===== config.mk =====
export PLATFORM = sky130hd
export DESIGN_NAME = cpu_datapath_flat
export DESIGN_NICKNAME = d
export VERILOG_FILES = /design/src/rtl/cpu_datapath_if.sv /design/src/rtl/cpu_datapath.sv /design/src/flat_wrapper.sv
export SDC_FILE = /design/constraint.sdc
export NUM_CORES = 1
export LEC_CHECK = 0
export CAP_MARGIN = 20
export CORE_ASPECT_RATIO = 1.5
export CORE_MARGIN = 1.5
export CORE_UTILIZATION = 53
export DETAILED_ROUTE_END_ITERATION = 10
export PLACE_DENSITY = 0.92
export SYNTH_ARGS = -nofsm -noshare
export SYNTH_HDL_FRONTEND = slang
export SYNTH_SLANG_ARGS = --single-unit
export TNS_END_PERCENT = 30

===== constraint.sdc =====
create_clock -name clk -period 4.6 [get_ports clk]
set_input_delay 0.92 -clock clk [delete_from_list [all_inputs] [get_ports clk]]
set_output_delay 0.92 -clock clk [all_outputs]
set_load 0.05 [all_outputs]

===== src/rtl/cpu_datapath_if.sv =====
// cpu_datapath_if: external memory bus between the datapath and memory
interface cpu_datapath_if;
  logic [15:0] mem_addr;
  logic [7:0]  mem_wdata;
  logic        mem_we;
  logic [7:0]  mem_rdata;
  modport master (output mem_addr, output mem_wdata, output mem_we, input mem_rdata);
  modport slave (input mem_addr, input mem_wdata, input mem_we, output mem_rdata);
endinterface


===== src/rtl/cpu_datapath.sv =====
// cpu_datapath: 8-bit register/bus datapath driven by the control unit's per-cycle control word
module cpu_datapath (
  input  logic                  clk,
  input  logic                  reset,
  input  logic [3:0]            in_sel,
  input  logic [2:0]            out_sel,
  input  logic                  pcc,
  input  logic                  iri,
  input  logic [7:0]            alu_result,
  input  logic                  alu_carry,
  input  logic                  alu_zero,
  cpu_datapath_if.master        mem,
  output logic [7:0]            reg_a,
  output logic [7:0]            reg_b,
  output logic [7:0]            bus,
  output logic [7:0]            ir_data,
  output logic [7:0]            out_port,
  output logic                  out_valid,
  output logic [15:0]           pc
);
  logic [7:0]  reg_c, reg_d, stage;
  logic [15:0] mar;
  logic        flag_c, flag_z, taken;
  // bus source mux
  always_comb begin
    bus = 8'h00;
    case (out_sel)
      3'd1: bus = reg_a;
      3'd2: bus = reg_b;
      3'd3: bus = reg_c;
      3'd4: bus = reg_d;
      3'd5: bus = alu_result;
      3'd6: bus = mem.mem_rdata;
      3'd7: bus = pc[7:0];
      default: bus = 8'h00;
    endcase
  end
  assign taken = (in_sel == 4'd10) | (in_sel == 4'd11 & flag_z) |
                 (in_sel == 4'd12 & flag_c) | (in_sel == 4'd13 & ~flag_z);
  assign mem.mem_addr  = iri ? pc : mar;
  assign mem.mem_wdata = bus;
  assign mem.mem_we    = in_sel == 4'd7;
  assign ir_data       = mem.mem_rdata;
  // sink loads, PC sequencing and flag capture; conditions use the flags held before this edge
  always_ff @(posedge clk or posedge reset) begin
    if (reset) begin
      reg_a     <= '0;
      reg_b     <= '0;
      reg_c     <= '0;
      reg_d     <= '0;
      mar       <= '0;
      stage     <= '0;
      pc        <= '0;
      flag_c    <= 1'b0;
      flag_z    <= 1'b0;
      out_port  <= '0;
      out_valid <= 1'b0;
    end else begin
      case (in_sel)
        4'd1: reg_a <= bus;
        4'd2: reg_b <= bus;
        4'd3: reg_c <= bus;
        4'd4: reg_d <= bus;
        4'd5: mar[7:0] <= bus;
        4'd6: mar[15:8] <= bus;
        4'd8: out_port <= bus;
        4'd9: stage <= bus;
        default: ;
      endcase
      pc        <= taken ? {bus, stage} : pcc ? pc + 16'd1 : pc;
      out_valid <= in_sel == 4'd8;
      if (out_sel == 3'd5) begin
        flag_c <= alu_carry;
        flag_z <= alu_zero;
      end
    end
  end
endmodule


===== src/flat_wrapper.sv =====
// flat-port wrapper written by rule: the top's interface ports become plain ports
module cpu_datapath_flat 
  (clk, reset, in_sel, out_sel, pcc, iri, alu_result, alu_carry, alu_zero, reg_a, reg_b, bus, ir_data, out_port, out_valid, pc, mem_mem_addr, mem_mem_wdata, mem_mem_we, mem_mem_rdata);
  cpu_datapath_if mem_i ();
  input  logic clk;
  input  logic reset;
  input  logic [3:0] in_sel;
  input  logic [2:0] out_sel;
  input  logic pcc;
  input  logic iri;
  input  logic [7:0] alu_result;
  input  logic alu_carry;
  input  logic alu_zero;
  output logic [7:0] reg_a;
  output logic [7:0] reg_b;
  output logic [7:0] bus;
  output logic [7:0] ir_data;
  output logic [7:0] out_port;
  output logic out_valid;
  output logic [15:0] pc;
  output wire logic [$bits(mem_i.mem_addr)-1:0] mem_mem_addr;
  output wire logic [$bits(mem_i.mem_wdata)-1:0] mem_mem_wdata;
  output wire logic [$bits(mem_i.mem_we)-1:0] mem_mem_we;
  input wire logic [$bits(mem_i.mem_rdata)-1:0] mem_mem_rdata;
  assign mem_mem_addr = mem_i.mem_addr;
  assign mem_mem_wdata = mem_i.mem_wdata;
  assign mem_mem_we = mem_i.mem_we;
  assign mem_i.mem_rdata = mem_mem_rdata;
  cpu_datapath u_core (.clk(clk), .reset(reset), .in_sel(in_sel), .out_sel(out_sel), .pcc(pcc), .iri(iri), .alu_result(alu_result), .alu_carry(alu_carry), .alu_zero(alu_zero), .mem(mem_i), .reg_a(reg_a), .reg_b(reg_b), .bus(bus), .ir_data(ir_data), .out_port(out_port), .out_valid(out_valid), .pc(pc));
endmodule

* Word-level counts from Yosys, hierarchy flattened
Index checks and enable logic that the tools add are counted.
Storage, ports and cells: bits in registers 83, input bits 29, output and inout port bits 82, logic and storage cells 45
Cells by class: add/subtract/negate cells 1, equality and inequality tests 20, mux-type cells 4, bitwise operators 7, reductions and logical operators 1
Operators with widths (count):
- $pmux 8 s7 | 1
- $mux 16 | 3
- $eq 4x4->1 const B | 6
- $add 16x1->16 const B | 1
- $eq 4x3->1 const B | 4
- $eq 3x3->1 const B | 4
- $eq 4x2->1 const B | 2
- $eq 3x2->1 const B | 2
- $eq 4x1->1 const B | 1
- $and 1x1->1 | 3
- $eq 3x1->1 const B | 1
- $or 1x1->1 | 3
- $reduce_bool 2->1 | 1
- $not 1->1 | 1

* Logic depth before layout (Yosys ltp)
Gate-level depths: netlist of the first run.
word-level depth 6, mapped depth 8, depth with buffers taken out 5

* Least setup slack after synthesis of the first run
OpenSTA, ideal clock, no wires.
path type input -> output, start point input out_sel[2], end point output mem_mem_wdata[1], arrival time 2453 ps, slack 1227 ps, stages on the path 8, cells stage by stage buf_6 buf_6 clkbuf_8 mux2i_1 a211oi_1 a21oi_2 inv_1 buf_4
On the way: longest elaborated chain between the ends 2, elaborated cells on any way between the ends 8, those cells by class eq/ne (7); mux (1)
Ends and longest elaborated chain:
- from (decl) | line flat_wrapper.sv:8 | input logic [2:0] out_sel;
- $eq 3x3->1 (tied with other cells) | line cpu_datapath.sv:27 | case (out_sel)
- $pmux 8 s7 * | line cpu_datapath.sv:27
- to (decl) | line flat_wrapper.sv:22 | output wire logic [$bits(mem_i.mem_wdata)-1:0] mem_mem_wdata;
Mark *: on every way between the ends. The rest lies on a longest branch, timed or not.

* Worst setup path after layout of the first run
start point input out_sel[2], end point output mem_mem_wdata[3]
Same word-level chain as after synthesis.

==> flow_summary_export.csv, run 1 <==
group,metric,value,unit
run_status,status,"complete, no violations",
clock_tree,cts_sinks,83,
clock_tree,cts_setup_buffers,0,
sta,maxSlewHeadroom,36.3,%
drt,drtPass1Iterations,5,
global_route,grt_pass1_wl,18.3,mm
clock_tree,ctsResizeCount,0,
critical_path,cp_top_family,"buffers and inverters",
synthesis,ys_seq_area_share,49.9,%
critical_path,crit_chain,"clkdlybuf4s50_1 > mux2_2 > a221o_1 > o21ai_4 > inv_1 > buf_4",
critical_path,crit_path_max_incr_delay,0.88,ns
critical_path,required,3.68,ns
drt,drc,0,
synthesis,synth_nets,428,
synthesis,synth_area_leaders,"dfrtp_1, o21ai_0, mux2_2",
critical_path,end_kind,"output port",
sta,rsz0062_at_grt,"false",
floorplanning,start_util,54.7,%
cells_and_area,drive_gt1_share,16.5,%
synthesis,synth.top_cell.area_share,49.9,%
placement,place_inst,588,
cells_and_area,layout.cells.non_filler,605,
drt,wirelength,11.6,mm
placement,place_hpwl,8.13,mm
floorplanning,die_area,8400,um^2
min_path,hold_path.class,"flip-flop to flip-flop",
drt,via_per_inst,5.67,
sta,tns,0,ns
drt,drtIter0Drc,291,
sta,fin_crit,4.00,ns
clock_tree,clk_pin_slew_worst_paths,0.05,ns
clock_tree,clock_latency,0.34,ns
sta,max_freq,250,MHz
sta,worst_slew_pin_slew,0.955,ns
synthesis,yosys.area.top_type,"dfrtp_1",
clock_tree,numCtsBuffers,9,
global_route,grt_use_total,29.7,%
placement,io_buffers,110,
power,p_total,3.42,mW
cells_and_area,diodes,0,
floorplanning,rows,39,
critical_path,worst-path-buf-inv,3,
cells_and_area,area_delta_synth_final,33.0,%
sta,setup_viol,0,
drt,dr_total_vias,3429,
global_route,grt_pass1_vias,3393,
critical_path,critical_path_class,"input port to output port",
sta,period_share,86.9,%
global_route,grt_start_max_net_pins,63,
floorplanning,die_h,112,um
cells_and_area,n_fill_cell,521,
synthesis,synth-seq-cells,83,
drt,antenna_left,0,
critical_path,cp.arrival,3.08,ns
critical_path,startpoint_type,"input port",
synthesis,syn_area_per_cell,10.5,um^2
sta,hold_viol,0,
clock_tree,clock_path_buffers,2,
clock_tree,tritoncts,"yes",
cells_and_area,fin_nets,528,
global_route,grt-ovfl-total,0,
critical_path,slowest_stage,"clkdlybuf4s50_1",
floorplanning,die_w,75.4,um
synthesis,syn_area,4160,um^2
synthesis,syn_inst,398,
global_route,antenna_found_initial,0,
job,cap_violations,0,
clock_tree,clock-root-buffer,"clkbuf_16",
floorplanning,ios,111,
floorplanning,design.core.area,7610,um^2
synthesis,yosysUniqueCellTypes,37,
sta,fin_skew,0.00772,ns
power,ir_worst_vdd,393,uV
synthesis,synth_warnings,0,
clock_tree,hold_buffers,0,
power,p_per_area,617,nW/um^2
placement,gp_congestion,0.902,
clock_tree,h-tree-depth,3,
power,leakagePower,2.48,nW
critical_path,crit_fanout,13,
drt,wire_per_inst,19.1,um
sta,final_max_slew_viol_count,0,
[layout make-up]
type,instances,area (um^2),share of cell area [%]
Multi-Input combinational cell,267,1810,32.7
Clock buffer,11,243,4.39
Sequential cell,83,2080,37.5
Inverter,14,53.8,0.972
Timing Repair Buffer,123,1170,21.2
Clock inverter,5,52.6,0.949
Tap cell,102,128,2.31
[synthesized netlist by cell type, drive strengths merged]
| cell | instances |
|---|---|
| a211oi | 5 |
| a21oi | 12 |
| a221o | 2 |
| and3 | 1 |
| buf | 21 |
| clkbuf | 13 |
| dfrtp | 83 |
| ha | 1 |
| inv | 14 |
| mux2 | 28 |
| mux2i | 18 |
| mux4 | 7 |
| nand2 | 76 |
| nand2b | 1 |
| nand3 | 5 |
| nand3b | 2 |
| nand4 | 5 |
| nor2 | 6 |
| nor2b | 5 |
| nor3 | 4 |
| nor4 | 4 |
| o21ai | 67 |
| o2bb2ai | 1 |
| o32ai | 1 |
| or2b | 1 |
| xnor2 | 13 |
| xor2 | 2 |
[flip-flops by register name, indices dropped and copies added (netlist names), 8 cells and up]
| signal | flops |
|---|---|
| u_core.mar | 16 |
| u_core.pc | 16 |
| u_core.out_port | 8 |
| u_core.reg_a | 8 |
| u_core.reg_b | 8 |
| u_core.reg_c | 8 |
| u_core.reg_d | 8 |
| u_core.stage | 8 |
[path summary, 6_finish.rpt]
| kind | to | slack (ns) | startpoint | cells past startpoint |
|---|---|---|---|---|
| min reg2reg | u_core.mar[5] | 0.48 | u_core.mar[5] | 2 |
| min in group asynchronous | u_core.flag_z | 0.86 | reset | 2 |
| min | u_core.mar[5] | 0.48 | u_core.mar[5] | 2 |
| max | mem_mem_wdata[3] | 0.60 | out_sel[2] | 6 |
| max reg2reg | u_core.pc[14] | 2.71 | u_core.pc[1] | 5 |
| max in group asynchronous | u_core.reg_d[1] | 3.16 | reset | 3 |
[kinds of logic (layout without fill, tap and decap cells)]
family / after synthesis / count (layout) / synth area share, %
simple gates: 110 / 110 / 11.4
compound gates: 88 / 88 / 12.5
flops: 83 / 83 / 49.9
mux: 53 / 53 / 16.1
buf+inv: 48 / 153 / 6.58
xor+xnor: 15 / 15 / 3.16
fa+ha+maj: 1 / 1 / 0.301
[worst min-delay path, stage by stage, from the launching register on]
cell     delay, ns
dfrtp_1       0.33
nand2_1       0.04
o21ai_0       0.06
[layout by cell type (no fill, tap or decap), types with 4 or more instances in the layout]
cell,count
mux2i_1,18
mux2_2,27
buf_4,28
clkdlybuf4s50_1,94
xnor2_1,13
mux4_1,5
a21oi_2,6
clkbuf_16,9
inv_1,13
nand3_1,5
nor4_1,4
clkinv_2,4
a21oi_1,6
a211oi_1,5
o21ai_0,64
nor2b_1,5
nand4_1,5
nand2_1,76
nor3_1,4
nor2_1,6
dfrtp_1,83
[routing by layer]
layer	vias to the layer above	track usage [%]	routed length (um)
li1	1573	-	-
met4	0	15.7	407
met1	1680	39.8	4480
met5	-	0	0
met2	143	46.8	6150
met3	33	2.90	547
[per-stage QoR]
stage | worst slack [ns] | area (um^2) | hold slack, ns | util [%]
global placement | 0.697 | 5220 | 0.458 | 68.6
CTS | 0.616 | 5520 | 0.483 | 72.5
global route | 0.537 | 5540 | 0.505 | 72.7
finish | 0.601 | 5540 | 0.476 | 72.7
detailed placement | 0.647 | 5220 | 0.469 | 68.6
floorplan | 1.23 | 4160 | 0.442 | -
[power by group]
group / leakage (nW) / internal, mW / total (mW) / switching (mW)
combinational: 1.26 / 0.547 / 1.56 / 1.01
sequential: 1.07 / 0.923 / 1.14 / 0.216
clock: 0.145 / 0.432 / 0.718 / 0.286
total: 2.48 / 1.90 / 3.42 / 1.51
Note: power is estimated with default switching activity, not from simulation.
==> run 2: changes to the inputs <==
--- a/config.mk
+++ b/config.mk
@@ -10,6 +10,7 @@
 export CORE_MARGIN = 1.5
 export CORE_UTILIZATION = 53
 export DETAILED_ROUTE_END_ITERATION = 10
+export GPL_TIMING_DRIVEN = 1
 export PLACE_DENSITY = 0.92
 export SYNTH_ARGS = -nofsm -noshare
 export SYNTH_HDL_FRONTEND = slang
==> results of run 2 <==
No change in the layout: final DEF, timing and power equal those of run 1.
